**config.mk**
```make
export PLATFORM = sky130hd
export DESIGN_NAME = frog_ctrl
export DESIGN_NICKNAME = d
export VERILOG_FILES = /design/src/rtl/frog_pkg.sv /design/src/rtl/frog_btn_edge.sv /design/src/rtl/frog_ctrl.sv
export SDC_FILE = /design/constraint.sdc
export NUM_CORES = 1
export LEC_CHECK = 0
export CAP_MARGIN = 5
export CORE_UTILIZATION = 44
export DETAILED_ROUTE_END_ITERATION = 12
export PLACE_DENSITY_LB_ADDON = 0.2
export SKIP_LAST_GASP = 1
export SLEW_MARGIN = 20
export SYNTH_ARGS = -nofsm -noshare
export SYNTH_HDL_FRONTEND = slang
export SYNTH_SLANG_ARGS = --single-unit
```
**constraint.sdc**
```tcl
create_clock -name clk -period 2.95 [get_ports clk]
set_input_delay 0.4425 -clock clk [delete_from_list [all_inputs] [get_ports clk]]
set_output_delay 0.4425 -clock clk [all_outputs]
set_load 0.05 [all_outputs]
```
**src/rtl/frog_pkg.sv**
```systemverilog
// frog_pkg: shared constants, types and helpers for the frog controller.
//   GRID_W / GRID_H  : playfield size (16x16)
//   START_ROW/COL    : frog start cell (15, 7)
//   frog_state_e     : PLAY, RESPAWN, DEAD, WON
//   sat_step()       : one grid step with saturation at 0 and GRID_H-1
package frog_pkg;

  localparam int GRID_W = 16;
  localparam int GRID_H = 16;

  localparam logic [3:0] START_ROW = 4'd15;
  localparam logic [3:0] START_COL = 4'd7;
  localparam logic [3:0] GRID_MAX  = 4'(GRID_H - 1);

  typedef enum logic [1:0] {
    PLAY    = 2'd0,
    RESPAWN = 2'd1,
    DEAD    = 2'd2,
    WON     = 2'd3
  } frog_state_e;

  // Move one cell up (inc=1) or down (inc=0) the 0..GRID_MAX range, never wrapping.
  function automatic logic [3:0] sat_step(input logic [3:0] v, input logic inc);
    logic [3:0] r;
    r = v;
    if (inc) begin
      if (v != GRID_MAX) r = v + 4'd1;
    end else begin
      if (v != 4'd0) r = v - 4'd1;
    end
    return r;
  endfunction

endpackage

```
**src/rtl/frog_btn_edge.sv**
```systemverilog
// btn_edge: 1-bit rising-edge detector producing a registered 1-cycle pulse.
//   clk, reset : clock, synchronous active-high reset
//   btn        : button level, already synchronous to clk
//   pulse      : high for one cycle after each 0->1 transition of btn
module btn_edge (
  input  logic clk,
  input  logic reset,
  input  logic btn,
  output logic pulse
);

  logic level_q, level_d;
  logic pulse_q, pulse_d;

  always_comb begin
    level_d = btn;
    pulse_d = btn & ~level_q;
  end

  always_ff @(posedge clk) begin
    if (reset) begin
      level_q <= 1'b0;
      pulse_q <= 1'b0;
    end else begin
      level_q <= level_d;
      pulse_q <= pulse_d;
    end
  end

  assign pulse = pulse_q;

endmodule

```
**src/rtl/frog_ctrl.sv**
```systemverilog
// frog_ctrl: player-frog controller for the 16x16 LED playfield.
// Turns button presses into saturating grid moves, checks the frog cell
// against the car-lane rows every cycle, and tracks lives / win / game over.
//
// Ports:
//   clk, reset                 : clock, synchronous active-high reset
//   btn_up/down/left/right     : synchronised button levels
//   lane_pixels[LANES][16]     : car rows, bit c = column c occupied
//   frog_row, frog_col         : registered frog position (row 0 = goal)
//   frog_pixels                : one-hot column of the frog, zero when dead
//   hit                        : game-over level to the car lanes
//   win                        : frog reached row 0
//   lives                      : remaining lives
//
// Build option: define FROG_LIVES_EN to enable the multi-life counter and the
// RESPAWN state. Without it the first collision is fatal and lives is 1 / 0.
module frog_ctrl
  import frog_pkg::*;
#(
  parameter int LANES          = 4,
  parameter int LANE_BASE      = 4,
  parameter int RESPAWN_CYCLES = 1024,
  parameter int START_LIVES    = 3
) (
  input  logic                        clk,
  input  logic                        reset,
  input  logic                        btn_up,
  input  logic                        btn_down,
  input  logic                        btn_left,
  input  logic                        btn_right,
  input  logic [LANES-1:0][GRID_W-1:0] lane_pixels,
  output logic [3:0]                  frog_row,
  output logic [3:0]                  frog_col,
  output logic [GRID_W-1:0]           frog_pixels,
  output logic                        hit,
  output logic                        win,
  output logic [1:0]                  lives
);

`ifdef FROG_LIVES_EN
  localparam logic [1:0] LIVES_INIT = 2'(START_LIVES);
  localparam int         TIMER_W    = (RESPAWN_CYCLES > 1) ? $clog2(RESPAWN_CYCLES) : 1;
  localparam logic [TIMER_W-1:0] TIMER_LAST = TIMER_W'(RESPAWN_CYCLES - 1);
`else
  localparam logic [1:0] LIVES_INIT = 2'd1;
`endif

  // Button edge detection: bit order up, down, left, right.
  logic [3:0] btn_lvl;
  logic [3:0] move_pulse;

  assign btn_lvl = {btn_right, btn_left, btn_down, btn_up};

  for (genvar gi = 0; gi < 4; gi++) begin : g_btn
    btn_edge u_edge (
      .clk   (clk),
      .reset (reset),
      .btn   (btn_lvl[gi]),
      .pulse (move_pulse[gi])
    );
  end

  // Registered state.
  frog_state_e       state_q, state_d;
  logic [3:0]        frog_row_q, frog_row_d;
  logic [3:0]        frog_col_q, frog_col_d;
  logic [GRID_W-1:0] pixels_q, pixels_d;
  logic              hit_q, hit_d;
  logic              win_q, win_d;
  logic [1:0]        lives_q, lives_d;
`ifdef FROG_LIVES_EN
  logic [TIMER_W-1:0] timer_q, timer_d;
`endif

  // Per-lane collision test on the registered position; each lane only
  // matches when the frog sits on that lane's row.
  logic [LANES-1:0] lane_hit;
  logic             collide;

  for (genvar gi = 0; gi < LANES; gi++) begin : g_lane
    localparam logic [3:0] LANE_ROW = 4'(LANE_BASE + gi);
    assign lane_hit[gi] = (frog_row_q == LANE_ROW) && lane_pixels[gi][frog_col_q];
  end

  assign collide = (state_q == PLAY) && (|lane_hit);

  always_comb begin
    state_d    = state_q;
    frog_row_d = frog_row_q;
    frog_col_d = frog_col_q;
    lives_d    = lives_q;
`ifdef FROG_LIVES_EN
    timer_d    = timer_q;
`endif

    case (state_q)
      PLAY: begin
        // Collision wins over any move pulse in the same cycle.
        if (collide) begin
`ifdef FROG_LIVES_EN
          if (lives_q > 2'd1) begin
            state_d    = RESPAWN;
            lives_d    = lives_q - 2'd1;
            frog_row_d = START_ROW;
            frog_col_d = START_COL;
            timer_d    = '0;
          end else begin
            state_d = DEAD;
            lives_d = 2'd0;
          end
`else
          state_d = DEAD;
          lives_d = 2'd0;
`endif
        end else if (frog_row_q == 4'd0) begin
          state_d = WON;
        end else if (move_pulse[0]) begin
          frog_row_d = sat_step(frog_row_q, 1'b0);
        end else if (move_pulse[1]) begin
          frog_row_d = sat_step(frog_row_q, 1'b1);
        end else if (move_pulse[2]) begin
          frog_col_d = sat_step(frog_col_q, 1'b0);
        end else if (move_pulse[3]) begin
          frog_col_d = sat_step(frog_col_q, 1'b1);
        end
      end
`ifdef FROG_LIVES_EN
      RESPAWN: begin
        if (timer_q == TIMER_LAST) begin
          state_d = PLAY;
        end else begin
          timer_d = timer_q + 1'b1;
        end
      end
`endif
      DEAD:    state_d = DEAD;
      WON:     state_d = WON;
      default: state_d = PLAY;
    endcase

    // Output flops are loaded from next-state values so they track the state.
    hit_d    = (state_d == DEAD);
    win_d    = (state_d == WON);
    pixels_d = (state_d == DEAD) ? '0 : (GRID_W'(1) << frog_col_d);
  end

  always_ff @(posedge clk) begin
    if (reset) begin
      state_q    <= PLAY;
      frog_row_q <= START_ROW;
      frog_col_q <= START_COL;
      pixels_q   <= GRID_W'(1) << START_COL;
      hit_q      <= 1'b0;
      win_q      <= 1'b0;
      lives_q    <= LIVES_INIT;
`ifdef FROG_LIVES_EN
      timer_q    <= '0;
`endif
    end else begin
      state_q    <= state_d;
      frog_row_q <= frog_row_d;
      frog_col_q <= frog_col_d;
      pixels_q   <= pixels_d;
      hit_q      <= hit_d;
      win_q      <= win_d;
      lives_q    <= lives_d;
`ifdef FROG_LIVES_EN
      timer_q    <= timer_d;
`endif
    end
  end

  assign frog_row    = frog_row_q;
  assign frog_col    = frog_col_q;
  assign frog_pixels = pixels_q;
  assign hit         = hit_q;
  assign win         = win_q;
  assign lives       = lives_q;

endmodule

```
# After elaboration in Yosys (flattened, before gate mapping)
# Index checks and enable logic that the tools add are counted.
word_totals:
  reg_bits: 37
  inputBits: 70
  out_inout_bits: 28
  word_cells: 83
op_classes:
  bitwise_logic: 10
  n_mux: 25
  shift: 1
  n_addsub: 4
  n_reduce_logical: 15
  eq_ne: 11
  order_cmp: 1
ops:
  columns: ["operator", "n"]
  rows:
  - ["$mux 4", 13]
  - ["$bmux 1 s4", 4]
  - ["$eq 4x3->1 const B", 4]
  - ["$shl 1x4->16 const A", 1]
  - ["$add 4x1->4 const B", 2]
  - ["$eq 2x2->1 const B", 4]
  - ["$mux 8", 1]
  - ["$ne 4x4->1 const B", 2]
  - ["$reduce_bool 4->1", 2]
  - ["$sub 4x1->4 const B", 2]
  - ["$not 1->1", 6]
  - ["$pmux 2 s3", 1]
  - ["$reduce_and 6->1", 1]
  - ["$logic_and 1x1->1", 5]
  - ["$lt 4x5->1 const B", 1]
  - ["$and 1x1->1", 4]
  - ["$logic_not 4->1", 1]
  - ["$mux 1", 4]
  - ["$mux 2", 2]
  - ["$reduce_bool 2->1", 2]
  - ["$reduce_or 4->1", 1]
  - ["$logic_not 2->1", 1]
  - ["$ne 2x2->1 const B", 1]
  - ["$reduce_and 2->1", 1]
  - ["$reduce_or 2->1", 1]

# Depth between registers and ports, before layout
# Gate-level depths: netlist of the first run.
logic_depth:
  ltp_word: 11
  depth_mapped: 12
  ltp_nobuf: 9

# Modules after synthesis
# Synthesis of the first run repeated with hierarchy kept, for this count alone.
unflattened:
  cells_unflattened: 229
  area_unflattened_um2: 2212.1
modules_own_cells:
  columns: ["module", "instances", "cells_each", "seq_area_each_um2", "area_each_um2"]
  rows:
  - ["frog_ctrl", 1, 213, 580.6, 1976.9]
  - ["btn_edge", 4, 4, 40.0, 58.8]

# Worst setup path after synthesis of the first run
# Ideal clock, no wire load.
synth_timing:
  path_type: "register -> register"
  start: "register frog_col_q[0], in the netlist frog_col[0]"
  end: "register pixels_q[14], in the netlist frog_pixels[14]"
  path_buffers: 2
  arrival_ps: 2768
  period_less_slack_ps: 2854
  path_slack_ps: 96
  required_ps: 2864
  stages_incl_launch_ff: 10
  setup_time_ps: 86
  path_cell_list: "dfxtp_1 -> buf_6 -> mux4_2 -> mux2i_1 -> o32ai_1 -> nor4_2 -> and3_1 -> buf_6 -> mux2_2 -> a211oi_1"
synth_between:
  elab_chain_cells: 10
  word_cells_on_any_way: 32
  classes_between: "2 x add/sub; 2 x eq/ne; 1 x shift; 19 x mux; 8 x reduce/logical"
synth_rtl:
  columns: ["element", "line", "rtl"]
  rows:
  - ["start: declaration", "frog_ctrl.sv:66", "logic [3:0] frog_col_q, frog_col_d;"]
  - ["start signal: assignment", "frog_ctrl.sv:162", "frog_col_q <= frog_col_d;"]
  - ["$add 4x1->4 or $ne 4x4->1 (tied branches)", "frog_pkg.sv:27", "if (v != GRID_MAX) r = v + 4'd1;"]
  - ["$mux 4", "frog_pkg.sv:27", null]
  - ["$mux 4", "frog_ctrl.sv:123", "end else if (move_pulse[3]) begin"]
  - ["$mux 4", "frog_ctrl.sv:121", "end else if (move_pulse[2]) begin"]
  - ["$mux 4", "frog_ctrl.sv:119", "end else if (move_pulse[1]) begin"]
  - ["$mux 4", "frog_ctrl.sv:117", "end else if (move_pulse[0]) begin"]
  - ["$mux 4", "frog_ctrl.sv:115", "end else if (frog_row_q == 4'd0) begin"]
  - ["$mux 4", "frog_ctrl.sv:99", "if (collide) begin"]
  - ["$mux 4", "frog_ctrl.sv:96", "case (state_q)"]
  - ["$shl 1x4->16", "frog_ctrl.sv:144", "pixels_d = (state_d == DEAD) ? '0 : (GRID_W'(1) << frog_col_d);"]
  - ["end signal: assignment", "frog_ctrl.sv:152", "pixels_q <= GRID_W'(1) << START_COL;"]
  - ["end signal: assignment", "frog_ctrl.sv:163", "pixels_q <= pixels_d;"]
  - ["end: declaration", "frog_ctrl.sv:67", "logic [GRID_W-1:0] pixels_q, pixels_d;"]
# Parallel ways exist; a longest one is shown, timed or not. The select of a mux whose other input is x is not followed.
# A chain may end at the register's enable or synchronous reset.

# Final worst setup path of the first run
layout_timing:
  start: "register frog_col_q[0], in the netlist frog_col[0]"
  end: "register pixels_q[13], in the netlist frog_pixels[13]"
# Same word-level chain as after synthesis.

==> results by group, run 1 <==
Pwr
  • Power Density: ~630 nW/µm²
  • Peak supply drop: approximately 430 µV
  • Tot Pwr: 2.251 mW
  • Leakage: 1.446 nW

Cells and area
  • Area Growth Syn to Fin: 48.25%
  • Final Cell Area: 3595 µm²
  • Fin nets: 420
  • Fin cells: 416
  • Utilization after layout: 0.6906
  • Antenna Cells: 0
  • Fraction of layout cells with a size suffix above 1: 0.1416

Critical path
  • Slowest cell on the critical path: mux4_1
  • Crit path max fanout: 11
  • Crit path capture type: register
  • CP top delay family: multiplexers
  • Slowest stage delay, CP: 0.56 ns
  • Critical path type: reg2reg
  • Worst Path Arrival: approximately 3.0 ns
  • Cell Chain, Critical Path: buf_4 > mux4_1 > mux2i_1 > o32ai_1 > inv_1 > and3_1 > buf_12 > mux2_4 > a211oi_1
  • WP data required: 3.15 ns
  • Startpoint types: register
  • CP Buf/Inv Count: 3

Logic synthesis
  • Yosys top cell area share: 0.3055
  • Post-synth cell types: 57
  • Mapped Cells: 242
  • Post-Syn Nets: 317
  • Post-synth EDFFs: 0
  • Post-Syn Area per Cell: roughly 10 µm²
  • Number of synthesis warnings: 0
  • FF+latch count, synth: 37
  • Mapped cell area: 2425 µm²
  • Synth area leaders: dfxtp_1 31%, mux4_2 7.4%, mux4_1 6.5%
  • Register area share after synthesis: 0.3055
  • Post-synth top area cell: dfxtp_1
  • Ys flop type: dfxtp_1
  • Post-synth ARST share: 0

STA
  • Final WS setup: 0.2033 ns
  • RSZ-0062 raised after global routing: false
  • Setup TNS: 0 ns
  • F_max: 0.3641 GHz
  • Period utilization: 0.9311
  • Final setup vio count: 0
  • Min Hold Slack: 0.3827 ns
  • Clock skew: 0.005177 ns
  • Max transition margin: 0.5328
  • Crit path time final: 2.747 ns
  • Worst Tran Pin Value: roughly 0.69 ns
  • Final Hold Fails: 0
  • Slew Limit Fails: 0

Die
  • Starting Density: 0.4659
  • Row count: 26
  • Die height: 76.24 µm
  • # IOs: a little under 100
  • DIE AREA: 5812 µm²
  • Die width: 76.24 µm
  • Core area: 5205 µm²

Placed design
  • Cells after DPL: roughly 410
  • RePlAce Congestion: approximately 0.87
  • Dpl cell area: 3508 µm²
  • Place WS: -0.09045 ns
  • Hpwl dp: just under 5000 µm
  • IO buf count: 96

Global route
  • Largest net degree at the start of global routing: 26
  • Initial antenna violation count: 0
  • First-pass GRT wire length: 10,300 µm
  • GR Overflow Total: 0
  • GRT Util Overall: 0.2230
  • Vias in the first global route: ~2.2k

Run
  • Max Cap Viol: 0

Detailed routing
  • DR iter-0 viols: 121
  • Final ANT Viol Nets: 0
  • Routed wire per std cell: 14.73 µm
  • Final wirelength: 6129 µm
  • DRC Markers: 0
  • Vias: roughly 2.3k
  • Post-DR vias/cell: 5.409
  • Drt first pass iters: 4

Outcome
  • Status: finished clean

Min path
  • HP Class: reg2reg

Clocking
  • CTS tree: done
  • Num CTS Buffers: 5
  • Clk Latency, worst-skew pair: 0.29 ns
  • H-tree levels: 2
  • Post-CTS Setup Repair Bufs: 0
  • Root Buffer: clkbuf_8
  • Max clock buf depth: 2
  • Clock Sinks: 37
  • Reg clk slew, reported paths: 0.07 ns
## repair_timing
action	in CTS	in global routing
hold endpoints to repair	0	0
endpoints found under the setup margin	2	3
resized for setup	1	1
hold buffers	0	0
## worst paths after layout
path	slack (ns)	to	from	cells after the start
min reg2reg	0.38	g_btn[3].u_edge.pulse	g_btn[3].u_edge.level_q	1
max reg2reg	0.20	frog_pixels[13]	frog_col[0]	9
max	0.20	frog_pixels[13]	frog_col[0]	9
min	0.38	g_btn[3].u_edge.pulse	g_btn[3].u_edge.level_q	1
## layer usage
| layer | track usage | vias to the layer above | routed length, µm |
|---|---|---|---|
| met5 | 0 | - | 0 |
| met4 | 0.05577 | 0 | 95 |
| met1 | 0.2743 | 1059 | 2682 |
| li1 | - | 1117 | - |
| met3 | 0.06228 | 12 | 311 |
| met2 | 0.3829 | 62 | 3038 |
## flip-flops by register name, summed over array words and instances (netlist names)
register and flops:
state_q 2, frog_col 4, frog_pixels 16, lives 1
hit 1, frog_row 4, win 1, g_btn.u_edge.level_q 4
g_btn.u_edge.pulse 4
## cell usage after synthesis (2+ instances only)
master / number
buf_6: 4
mux4_2: 8
mux4_1: 6
dfxtp_1: 37
and2_1: 4
a21o_1: 2
o22ai_1: 2
clkbuf_1: 6
mux2i_1: 11
nand3b_4: 2
nor3_1: 4
nor2b_1: 11
nor3b_1: 2
o32ai_1: 2
ha_1: 4
nand2b_1: 7
mux2_2: 3
o21ai_0: 6
buf_2: 4
inv_1: 8
or3_4: 2
buf_4: 2
a211oi_1: 16
o211ai_1: 5
nand2_1: 21
nand3_1: 9
mux2_4: 2
nor2_1: 11
and3_1: 4
o31ai_1: 2
or3_1: 2
xnor2_1: 2
a21oi_1: 7
## placed cells by master (no fill, tap or decap), drive strengths merged, types with 4 or more instances in the layout
master and instances:
mux4 14, mux2 5, nor2 11, buf 17
nand3 9, dfxtp 37, nand2 21, mux2i 11
clkbuf 6, o211ai 6, inv 8, o21ai 7
a211oi 17, nor3 5, ha 4, clkdlybuf4s50 96
or3 4, and2 4, and3 4, nand2b 7
nor2b 11, a21oi 7
## power breakdown
group,internal [mW],leakage [nW],switching (mW)
Clock,0.164,0.0450,0.172
Combinational,0.585,1.10,0.685
Sequential,0.566,0.302,0.0796
## kinds of logic (layout without fill, tap and decap cells)
logic type      count (synthesis)  after routing  synth area share
other cells                     1              1          0.001547
compound gates                 53             53            0.1703
mux                            30             30            0.2110
buf+inv                        26            130           0.06243
flops                          37             37            0.3055
xor+xnor                        3              3           0.01084
fa+ha+maj                       5              5           0.02890
simple gates                   87             87            0.2095
## area by class of cell
type	count	area, µm²
multi-input combinational	179	1535
clock inverter	2	10.01
sequential	37	742.0
timing repair buffer	113	1114
clock buffer	6	72.57
tap	70	87.58
inverter	9	33.78
fill	428	1610
Note: power is estimated with default switching activity, not from simulation.
==> inputs of run 2 (changes only) <==
--- a/config.mk
+++ b/config.mk
@@ -10,7 +10,6 @@
 export DETAILED_ROUTE_END_ITERATION = 12
 export PLACE_DENSITY_LB_ADDON = 0.2
 export SKIP_LAST_GASP = 1
-export SLEW_MARGIN = 20
 export SYNTH_ARGS = -nofsm -noshare
 export SYNTH_HDL_FRONTEND = slang
 export SYNTH_SLANG_ARGS = --single-unit
==> results of run 2 <==
Same layout as run 1: the final DEF is identical, and so are final timing and power.
==> inputs of run 3 (changes only) <==
--- a/config.mk
+++ b/config.mk
@@ -5,9 +5,11 @@
 export SDC_FILE = /design/constraint.sdc
 export NUM_CORES = 1
 export LEC_CHECK = 0
+export ABC_CLOCK_PERIOD_IN_PS = 2950
 export CAP_MARGIN = 5
 export CORE_UTILIZATION = 44
 export DETAILED_ROUTE_END_ITERATION = 12
+export GPL_TIMING_DRIVEN = 0
 export PLACE_DENSITY_LB_ADDON = 0.2
 export SKIP_LAST_GASP = 1
 export SYNTH_ARGS = -nofsm -noshare
==> run 3 against run 2 <==
Against the previous run: power grew 2.0%; final area did not move; worst setup slack lost 0.075 ns; critical path type unchanged; critical endpoint is now frog_pixels[14].
==> results by group, run 3 (same netlist as run 1, synthesis figures left out) <==
STA
  • RSZ-0062 raised after global routing: false
  • Crit path time final: 2.822 ns (+0.07527 ns)
  • Max transition margin: 0.5402 (+0.007390)
  • Final setup vio count: 0 (unchanged)
  • Final Hold Fails: 0 (unchanged)
  • Period utilization: 0.9566 (+0.02551)
  • Clock skew: 0.004635 ns (-0.0005422 ns)
  • Slew Limit Fails: 0 (unchanged)
  • F_max: 0.3544 GHz (-2.7%)
  • Worst Tran Pin Value: 0.6851 ns (-0.008354 ns)

Cells and area
  • Most frequent cells in the layout: 95 x clkdlybuf4s50_1, 37 x dfxtp_1, 21 x nand2_1, 15 x a211oi_1, 11 x nor2b_1
  • Antenna Cells: 0 (unchanged)
  • Fraction of layout cells with a size suffix above 1: 0.1478 (+0.006208)
  • Multi-input gate area: 1563 µm² (+1.8%)
  • Commonest non-fill, non-tap cell in the layout: clkdlybuf4s50_1
  • Fin nets: 419 (-0.24%)
  • Fillers: 433 (+1.2%)
  • Max reg flops: 16 (unchanged)
  • Fin cells: 415 (-0.24%)
  • Area Growth Syn to Fin: 48.25% (unchanged)
  • Register Area: 740.7 µm² (-0.17%)
  • Final Cell Area: 3595 µm² (unchanged)

Clocking
  • Clock Sinks: 37 (unchanged)
  • CTS tree: done
  • Post-CTS Setup Repair Bufs: 0 (unchanged)
  • Reg clk slew, reported paths: 0.07 ns (about the same)
  • Max clock buf depth: 2 (unchanged)
  • Root Buffer: clkbuf_8
  • Num CTS Buffers: 5 (unchanged)
  • Hold_buf cts: 0 (unchanged)
  • Clk Latency, worst-skew pair: 0.30 ns (about the same)
  • H-tree levels: 2 (unchanged)
  • Post_cts resized: 1 (unchanged)

Die
  • Die width: 76.24 µm (unchanged)
  • Row count: 26 (unchanged)
  • Starting Density: 0.4659 (unchanged)
  • DIE AREA: 5812 µm² (unchanged)
  • Die height: 76.24 µm (unchanged)
  • # IOs: 98 (unchanged)
  • Core area: 5205 µm² (unchanged)

Global route
  • GRT Util Overall: 0.2250 (+0.001993)
  • GR Overflow Total: 0 (unchanged)
  • Initial antenna violation count: 0 (unchanged)
  • Largest net degree at the start of global routing: 12 (-54%)
  • First-pass GRT wire length: 10,400 µm (+0.94%)
  • Vias in the first global route: 2,217 (+2.0%)

Detailed routing
  • Routed wire per std cell: 14.98 µm (+1.7%)
  • Vias: 2,272 (+0.98%)
  • DRC Markers: 0 (unchanged)
  • DR iter-0 viols: 138 (+14%)
  • Final wirelength: 6217 µm (+1.4%)
  • Drt first pass iters: 4 (unchanged)
  • Post-DR vias/cell: 5.475 (+1.2%)
  • Final ANT Viol Nets: 0 (unchanged)

Placed design
  • Dpl cell area: 3463 µm² (-1.3%)
  • IO buf count: 95 (-1.0%)
  • Cells after DPL: 407 (-0.25%)
  • Hpwl dp: 4868 µm (-0.73%)
  • RePlAce Congestion: 0.8863 (+2.0%)

Critical path
  • Slowest cell on the critical path: mux4_2
  • Crit path top cell by count: buf_6
  • Worst Path Arrival: 3.03 ns (+0.08 ns)
  • CP Buf/Inv Count: 2 (-1)
  • Crit path max fanout: 10 (-1)
  • Slowest stage delay, CP: 0.51 ns (-0.05 ns)
  • Cell Chain, Critical Path: buf_6 > mux4_2 > mux2i_2 > o32ai_1 > nor4_2 > and3_1 > buf_6 > mux2_2 > a211oi_1
  • WP data required: 3.16 ns (about the same)
  • CP top delay family: multiplexers
  • Crit path capture type: register
  • Critical path type: reg2reg
  • Startpoint types: register

Pwr
  • Tot Pwr: 2.296 mW (+2.0%)
  • Net Sw Frac: 0.4147 (-0.001320)
  • Sw power: 0.9523 mW (+1.7%)
  • Leakage: 1.416 nW (-2.1%)
  • Combinational power share: 0.562 (-0.002)
  • Pint: 1.344 mW (+2.2%)
  • Clock share of power: 0.168 (+0.019)
  • Flop pwr share: 0.270 (-0.017)
  • Peak supply drop: 453.3 µV (+6.5%)
  • Power Density: 638.8 nW/µm² (+2.0%)

Min path
  • HP Class: reg2reg

Outcome
  • Status: finished clean

Run
  • Max Cap Viol: 0 (unchanged)
## run 3: cell count changes in the layout (fill, tap and decap cells not counted), sizes merged
| cell | delta |
|---|---|
| clkbuf | +7 |
| clkinv | -1 |
| clkdlybuf4s50 | -1 |
| buf | -6 |
## run 3: path summary, 6_finish.rpt
| path | start | endpoint | slack, ns | cells past startpoint |
|---|---|---|---|---|
| setup / recovery | frog_col[1] | frog_pixels[14] | 0.13 | 9 |
| hold reg to reg | g_btn[2].u_edge.level_q | g_btn[2].u_edge.pulse | 0.38 | 1 |
| setup reg to reg | frog_col[1] | frog_pixels[14] | 0.13 | 9 |
| hold / removal | g_btn[2].u_edge.level_q | g_btn[2].u_edge.pulse | 0.38 | 1 |
## run 3: worst register-to-register path: cells and delay by family (launching register included)
| family | cells | cell delay [ns] |
|---|---|---|
| AO/OA/AOI/OAI | 2 | 0.39 |
| buffers and inverters | 2 | 0.31 |
| flip-flops | 1 | 0.37 |
| multiplexers | 3 | 1.11 |
| AND/OR/NAND/NOR | 2 | 0.53 |
## run 3: area by class of cell
class,instances,area share
timing repair buffer,95,0.2645
inverter,9,0.009398
clock inverter,1,0.001392
sequential,37,0.2061
multi-input combinational,179,0.4347
clock buffer,7,0.02680
buffer,17,0.03272
tap,70,0.02436
## run 3: layer usage
| metal | part of all wire | routed length, µm | global-route usage |
|---|---|---|---|
| met4 | 0.018 | 113 | 0.08269 |
| met5 | 0 | 0 | 0 |
| met3 | 0.061 | 379 | 0.07545 |
| met2 | 0.50 | 3092 | 0.3766 |
| met1 | 0.42 | 2631 | 0.2666 |
## run 3: per-stage QoR
step / util / setup TNS [ns] / setup WS, ns / hold WS, ns
2_1_floorplan: - / 0 / 0.09610 / 0.3674
5_1_grt: 0.6906 / 0 / 0.01035 / 0.3951
3_5_place_dp: 0.6654 / -1.181 / -0.1370 / 0.3746
4_1_cts: 0.6853 / -0.007811 / -0.007811 / 0.3841
3_3_place_gp: 0.6654 / -0.4450 / -0.06939 / 0.3718
6_report: 0.6906 / 0 / 0.1280 / 0.3831
## run 3: power by group through the flow
| stage | sequential [mW] | clock, mW | combinational (mW) |
|---|---|---|---|
| after floorplan | 0.818 | 0 | 0.711 |
| after global placement | 0.629 | 0 | 1.24 |
| after detailed placement | 0.631 | 0 | 1.26 |
| after CTS | 0.620 | 0.390 | 1.27 |
| after global routing | 0.629 | 0.418 | 1.38 |
| final | 0.619 | 0.386 | 1.29 |
